File: src/rtl/alu_seq_n_bit.sv
// Registered N-bit ALU with a valid/ready input, persistent C/Z/N/V flags, carry chaining
// and an iterative shift-add unsigned multiplier that holds off new work while it runs.
module alu_seq_n_bit #(
    parameter int N = 8
) (
    input  logic         clk,
    input  logic         rst_n,
    input  logic         in_valid,
    output logic         in_ready,
    input  logic [N-1:0] A,
    input  logic [N-1:0] B,
    input  logic         CB_in,
    input  logic         Use_flag_cb,
    input  logic [3:0]   Mode,
    output logic         out_valid,
    output logic [N-1:0] Result,
    output logic [N-1:0] Result_hi,
    output logic         CB_out,
    output logic         Zero,
    output logic         Neg,
    output logic         Ovf
);
    localparam logic [0:0] S_IDLE = 1'b0;
    localparam logic [0:0] S_MUL  = 1'b1;
    localparam int         CW     = $clog2(N + 1);

    localparam logic [3:0] OP_ADD = 4'h0, OP_SUB = 4'h1, OP_AND = 4'h2, OP_OR   = 4'h3;
    localparam logic [3:0] OP_XOR = 4'h4, OP_NOT = 4'h5, OP_INC = 4'h6, OP_DEC  = 4'h7;
    localparam logic [3:0] OP_SHL = 4'h8, OP_SHR = 4'h9, OP_ASR = 4'hA, OP_ROL  = 4'hB;
    localparam logic [3:0] OP_ROR = 4'hC, OP_MUL = 4'hD, OP_CMP = 4'hE, OP_PASS = 4'hF;

    logic [0:0]     state_q, state_d;
    logic [N-1:0]   result_q, result_hi_q, mcand_q;
    logic [2*N-1:0] prod_q, prod_d;
    logic [CW-1:0]  cnt_q;
    logic           c_q, z_q, n_q, v_q, out_valid_q;

    logic                accept, cin, mul_last;
    logic [N:0]          sum, diff, inc, dec, mul_sum;
    logic signed [N-1:0] asr_s;
    logic [N-1:0]        alu_r;
    logic                alu_c, alu_v;

    function automatic logic add_ovf(input logic a_m, input logic b_m, input logic r_m);
        return (a_m == b_m) && (r_m != a_m);
    endfunction

    function automatic logic sub_ovf(input logic a_m, input logic b_m, input logic r_m);
        return (a_m != b_m) && (r_m != a_m);
    endfunction

    assign in_ready = (state_q == S_IDLE);
    assign accept   = in_valid && in_ready;
    assign cin      = Use_flag_cb ? c_q : CB_in;

    // The N+1-bit results carry the carry-out (or borrow) in their top bit.
    assign sum   = {1'b0, A} + {1'b0, B} + {{N{1'b0}}, cin};
    assign diff  = {1'b0, A} - {1'b0, B} - {{N{1'b0}}, cin};
    assign inc   = {1'b0, A} + {{N{1'b0}}, 1'b1};
    assign dec   = {1'b0, A} - {{N{1'b0}}, 1'b1};
    assign asr_s = $signed(A) >>> 1;

    // Multiplier keeps the multiplier in the low half of prod_q; it shifts out as the product shifts in.
    assign mul_sum  = {1'b0, prod_q[2*N-1:N]} + (prod_q[0] ? {1'b0, mcand_q} : {(N+1){1'b0}});
    assign prod_d   = {mul_sum, prod_q[N-1:1]};
    assign mul_last = (cnt_q == CW'(1));

    always_comb begin
        alu_r = '0;
        alu_c = 1'b0;
        alu_v = 1'b0;
        case (Mode)
            OP_ADD:         begin alu_r = sum[N-1:0];  alu_c = sum[N];  alu_v = add_ovf(A[N-1], B[N-1], sum[N-1]);  end
            OP_SUB, OP_CMP: begin alu_r = diff[N-1:0]; alu_c = diff[N]; alu_v = sub_ovf(A[N-1], B[N-1], diff[N-1]); end
            OP_AND:         alu_r = A & B;
            OP_OR:          alu_r = A | B;
            OP_XOR:         alu_r = A ^ B;
            OP_NOT:         alu_r = ~A;
            OP_INC:         begin alu_r = inc[N-1:0]; alu_c = inc[N]; alu_v = ~A[N-1] & inc[N-1]; end
            OP_DEC:         begin alu_r = dec[N-1:0]; alu_c = dec[N]; alu_v = A[N-1] & ~dec[N-1]; end
            OP_SHL:         begin alu_r = {A[N-2:0], 1'b0};  alu_c = A[N-1]; end
            OP_SHR:         begin alu_r = {1'b0, A[N-1:1]};  alu_c = A[0];   end
            OP_ASR:         begin alu_r = $unsigned(asr_s);  alu_c = A[0];   end
            OP_ROL:         begin alu_r = {A[N-2:0], cin};   alu_c = A[N-1]; end
            OP_ROR:         begin alu_r = {cin, A[N-1:1]};   alu_c = A[0];   end
            OP_PASS:        alu_r = B;
            default:        ;
        endcase
    end

    always_comb begin
        state_d = state_q;
        if (state_q == S_IDLE) begin
            if (accept && Mode == OP_MUL) state_d = S_MUL;
        end else if (mul_last) begin
            state_d = S_IDLE;
        end
    end

    always_ff @(posedge clk) begin
        if (!rst_n) begin
            state_q     <= S_IDLE;
            result_q    <= '0;
            result_hi_q <= '0;
            c_q         <= 1'b0;
            z_q         <= 1'b0;
            n_q         <= 1'b0;
            v_q         <= 1'b0;
            out_valid_q <= 1'b0;
            cnt_q       <= '0;
        end else begin
            state_q     <= state_d;
            out_valid_q <= 1'b0;
            if (state_q == S_IDLE) begin
                if (accept && Mode == OP_MUL) begin
                    mcand_q <= A;
                    prod_q  <= {{N{1'b0}}, B};
                    cnt_q   <= CW'(N);
                end else if (accept) begin
                    c_q         <= alu_c;
                    z_q         <= (alu_r == '0);
                    n_q         <= alu_r[N-1];
                    v_q         <= alu_v;
                    out_valid_q <= 1'b1;
                    if (Mode != OP_CMP) begin
                        result_q    <= alu_r;
                        result_hi_q <= '0;
                    end
                end
            end else begin
                prod_q <= prod_d;
                cnt_q  <= cnt_q - CW'(1);
                if (mul_last) begin
                    result_q    <= prod_d[N-1:0];
                    result_hi_q <= prod_d[2*N-1:N];
                    c_q         <= |prod_d[2*N-1:N];
                    z_q         <= (prod_d == '0);
                    n_q         <= prod_d[2*N-1];
                    v_q         <= 1'b0;
                    out_valid_q <= 1'b1;
                end
            end
        end
    end

    assign out_valid = out_valid_q;
    assign Result    = result_q;
    assign Result_hi = result_hi_q;
    assign CB_out    = c_q;
    assign Zero      = z_q;
    assign Neg       = n_q;
    assign Ovf       = v_q;
endmodule

File: config.mk
export PLATFORM = sky130hd
export DESIGN_NAME = alu_seq_n_bit
export DESIGN_NICKNAME = d
export VERILOG_FILES = /design/src/rtl/alu_seq_n_bit.sv
export SDC_FILE = /design/constraint.sdc
export NUM_CORES = 1
export LEC_CHECK = 0
export BUFFER_PORTS_ARGS = -buffer_cell sky130_fd_sc_hd__buf_2
export CORE_UTILIZATION = 35
export CTS_CLUSTER_SIZE = 14
export DETAILED_ROUTE_END_ITERATION = 12
export PLACE_DENSITY = 0.54
export SLEW_MARGIN = 0
export SYNTH_ARGS = -nofsm -noshare
export SYNTH_HDL_FRONTEND = slang
export SYNTH_SLANG_ARGS = --single-unit
File: constraint.sdc
create_clock -name clk -period 4.85 [get_ports clk]
set_clock_uncertainty 0.05 [all_clocks]
set_input_delay 0.485 -clock clk [delete_from_list [all_inputs] [get_ports clk]]
set_output_delay 0.485 -clock clk [all_outputs]
set_load 0.01 [all_outputs]
==> reports/metrics.sh <==
STATUS='completed'
GLOBALROUTETOTALUTIL_PCT=21.7
MAPPEDNETLISTAREA_SQ_UM=4720
FINALMAXSLEWVIOLATIONS=0
POWER.STATIC_LEAKAGE_uW=0.00210
SYNTHESIZED_AREA_PER_CELL_SQ_UM=8.57
VIA_COUNT=4354
TOTAL_ROUTED_LENGTH_MICRONS=14900
WORST-R2R-CELL-COUNT=11
TRITONCTS_NUM_SINKS=50
CLOCK_TREE_FROM_TRITONCTS='done'
ADDER_AND_MAJORITY_GATE_PORTION_OF_THE_SYNTHESIZED_AREA_PCT=13.8
SYNTHESIS.INSTANCES=550
FINAL_LAYOUT_SIZE_SUFFIX_GT1_SHARE_PCT=12.3
WORST_HOLD_PATH.NUM_CELLS=2
CTS_BUFFER_DEPTH=2
LAYOUTNONFILLERINSTCOUNT=753
CLK-INSERTION-DELAY-LATE_NS=0.29
NUMBER_OF_BUFFERS_CREATED_BY_CTS=5
MAX_FANOUT_ON_CRITICAL_PATH=4
SETUP_REPAIR_AFTER_GLOBAL_ROUTING_MISSED_ITS_MARGIN='no'
STD_CELL_ROWS=42
FINAL_NET_COUNT=650
SYNTH_TOP_CELLS_BY_AREA='sky130_fd_sc_hd__edfxtp_1 (15%), sky130_fd_sc_hd__ha_1 (12%), sky130_fd_sc_hd__dfxtp_1 (11%), sky130_fd_sc_hd__o21ai_0 (3.6%), sky130_fd_sc_hd__inv_1 (3.2%)'
POSTCTSRESIZEDCELLS=0
DETAIL-ROUTE-ANTENNA-NETS=0
MAXIMUM_RESISTIVE_DROP_ON_VDD_uV=115
DIODE_COUNT=0
YOSYS.CELL_COUNT.TOP_TYPE='sky130_fd_sc_hd__ha_1'
SETUP_TOTAL_NEGATIVE_SLACK_NS=0
SLEW_HEADROOM_PCT=42.1
GRT_OVERFLOW=0
INITIAL_ANTENNA_VIOLATION_COUNT=0
SETUP_VIOLATIONS=0
DIE-HEIGHT_MICRONS=118
SYNTH_EDF_COUNT=24
YOSYS_MOST_USED_DFF='sky130_fd_sc_hd__dfxtp_1'
PATH_CLASS='register to register'
FLOORPLAN.DIE_AREA_SQ_UM=13900
MUXSHAREOFSYNTHAREA_PCT=3.21
DP.CELLS=745
PLACE_HPWL_MICRONS=11200
ROUTED_WIRE_LENGTH_PER_INSTANCE_MICRONS=19.7
DIE_WIDTH_MICRONS=118
CLK_TRANSITION_REPORTED_PATHS_NS=0.07
CTS.HTREE.LEVELS=2
SEQ_AREA_FRAC_SYNTH_PCT=26.3
POST-CTS-SETUP-BUFFERS=0
FINALHOLDWORSTSLACK_NS=0.421
CORE-AREA_SQ_UM=13200
WORSTHOLDPATHTYPE='register to register'
SLEW_AT_THE_PIN_CLOSEST_TO_ITS_MAX_SLEW_LIMIT_NS=0.847
CRITPATHLAUNCHTYPE='register'
CRITICAL_PATH_ARRIVAL_NS=3.56
YS_SEQ_ELEMENTS=50
NUM_IO_PINS=47
CTS_ROOT_BUFFER='sky130_fd_sc_hd__clkbuf_16'
YOSYS.AREA.TOP_TYPE='sky130_fd_sc_hd__edfxtp_1'
DETAILEDPLACE.WORSTSLACK_NS=1.21
YOSYSTOPAREACELLSHARE_PCT=15.3
DR.FIRST_ITER.DRC_COUNT=417
SYNTH-WARNING-COUNT=0
SYNTH.LIB_CELLS_USED.DISTINCT=79
REMAINING_DRC_ERRORS=0
CP-END-KIND='register'
CRITICAL_PATH_REQUIRED_NS=5.04
FINALHOLDVIOLCOUNT=0
VIA_COUNT_OF_THE_FIRST_GLOBAL_ROUTING_PASS=4255
FIN_CRIT_SH_PCT=69.5
MIN_PERIOD_NS=3.37
FINAL.FILL_COUNT=1382
GRT_FIRST_PASS_WIRELENGTH_MICRONS=23500
SYNTH_TOP_FAMILY_BY_AREA='compound AO/OA/AOI/OAI gates'
HIGHEST_CLOCK_RATE_MHz=297
AVGVIACOUNTPERCELL=5.78
DRTPASS1ITERATIONS=7
LAYOUT_SETUP_WS_NS=1.48
CTSHOLDBUFFERS=0
SYNTH.CELLS.MOST_FREQUENT='sky130_fd_sc_hd__ha_1 (44), sky130_fd_sc_hd__inv_1 (40), sky130_fd_sc_hd__nand2_1 (34), sky130_fd_sc_hd__o21ai_0 (34), sky130_fd_sc_hd__nor2_1 (27)'
POWER_PER_CELL_AREA_nW_PER_UM2=224
POSTSYNTHNETCOUNT=624
FLOORPLAN.INITIALDENSITY_PCT=35.8
SYNTHTOLAYOUTAREAGROWTH_PCT=9.95
MAX-CAP-VIOLATIONS=0
PIN_COUNT_OF_THE_BIGGEST_NET_ENTERING_GLOBAL_ROUTING=41
PLACE.GP.CONGESTION=1.03
ASYNC_RESET_FF_SHARE_PCT=0
SYNTH-SIMPLE-AREA-SHARE_PCT=21.3
YOSYS.AREA_SHARE.XOR_XNOR_PCT=2.97
SYNTH-COMPOUND-AREA-SHARE_PCT=26.0
PORT-BUFFER-COUNT=46
where the power goes:
group          internal, uW  leakage [uW]  total [uW]  switching (uW)
Sequential              454      0.000432         461            6.86
Clock                   189     0.0000683         338             149
Combinational           140       0.00159         363             223
cell type report:
cell class              count  area, sq um  share of cell area, %
well taps                 176          220                   4.25
clock buffers               6          129                   2.49
flip-flops and latches     50         1240                   23.9
multi-input cells         429         3180                   61.2
repair buffers             50          260                   5.02
inverters                  40          150                   2.90
clock inverters             2         8.76                  0.169
flip-flops by register name, summed over array words and instances (netlist names), 4 cells and up:
signal / flops
Result: 8
mcand_q: 8
Result_hi: 8
cnt_q: 4
prod_q: 16
worst paths after layout:
kind | start | end | slack [ns]
hold reg to reg | Result[7] | Result[7] | 0.42
setup / recovery | CB_out | Zero | 1.48
setup reg to reg | CB_out | Zero | 1.48
hold / removal | Result[7] | Result[7] | 0.42
per-layer routing:
| layer | wire length, microns | GRT usage [%] | part of all wire [%] |
|---|---|---|---|
| met5 | 0 | 0 | 0 |
| met4 | 462 | 9.21 | 3.1 |
| met3 | 842 | 2.42 | 5.7 |
| met2 | 6770 | 34.8 | 46 |
| met1 | 6780 | 29.4 | 46 |
placed cells by master (no fill, tap or decap), types with 9 or more instances in the layout:
cell and count:
sky130_fd_sc_hd__xnor2_1 11, sky130_fd_sc_hd__buf_2 46, sky130_fd_sc_hd__nand2b_1 9, sky130_fd_sc_hd__ha_1 44
sky130_fd_sc_hd__a21oi_1 23, sky130_fd_sc_hd__nand3_1 15, sky130_fd_sc_hd__nor3_1 11, sky130_fd_sc_hd__edfxtp_1 24
sky130_fd_sc_hd__o21ai_0 34, sky130_fd_sc_hd__nor2b_1 13, sky130_fd_sc_hd__a22o_1 9, sky130_fd_sc_hd__nand2_1 34
sky130_fd_sc_hd__and2_1 21, sky130_fd_sc_hd__mux2i_1 14, sky130_fd_sc_hd__dfxtp_1 26, sky130_fd_sc_hd__inv_1 40
sky130_fd_sc_hd__o21a_1 9, sky130_fd_sc_hd__a31oi_1 10, sky130_fd_sc_hd__nor2_1 27
critical path: stages, from the launching register on:
cell,delay [ns]
sky130_fd_sc_hd__dfxtp_1,0.33
sky130_fd_sc_hd__mux2_2,0.33
sky130_fd_sc_hd__fa_1,0.54
sky130_fd_sc_hd__inv_1,0.06
sky130_fd_sc_hd__ha_1,0.17
sky130_fd_sc_hd__o21a_1,0.22
sky130_fd_sc_hd__or4_1,0.40
sky130_fd_sc_hd__a32o_1,0.27
sky130_fd_sc_hd__nor4bb_1,0.29
sky130_fd_sc_hd__o311ai_1,0.21
sky130_fd_sc_hd__nor4_1,0.28
sky130_fd_sc_hd__a31o_1,0.17
cell families (layout without fill, tap and decap cells):
group | Yosys count | count (layout)
AO/OA/AOI/OAI | 170 | 170
XOR/XNOR | 16 | 16
adder cells (fa/ha/maj) | 49 | 49
buffers and inverters | 71 | 98
flip-flops | 50 | 50
multiplexers | 15 | 15
AND/OR/NAND/NOR | 179 | 179
stage by stage:
step	cell area [sq um]	power (uW)	utilization, %
finish	5180	1160	39.3
global placement	5050	825	38.3
floorplan	4720	726	-
detailed placement	5050	827	38.3
global route	5180	1220	39.3
CTS	5180	1160	39.3
No activity file was read; power rests on OpenSTA's default activity.
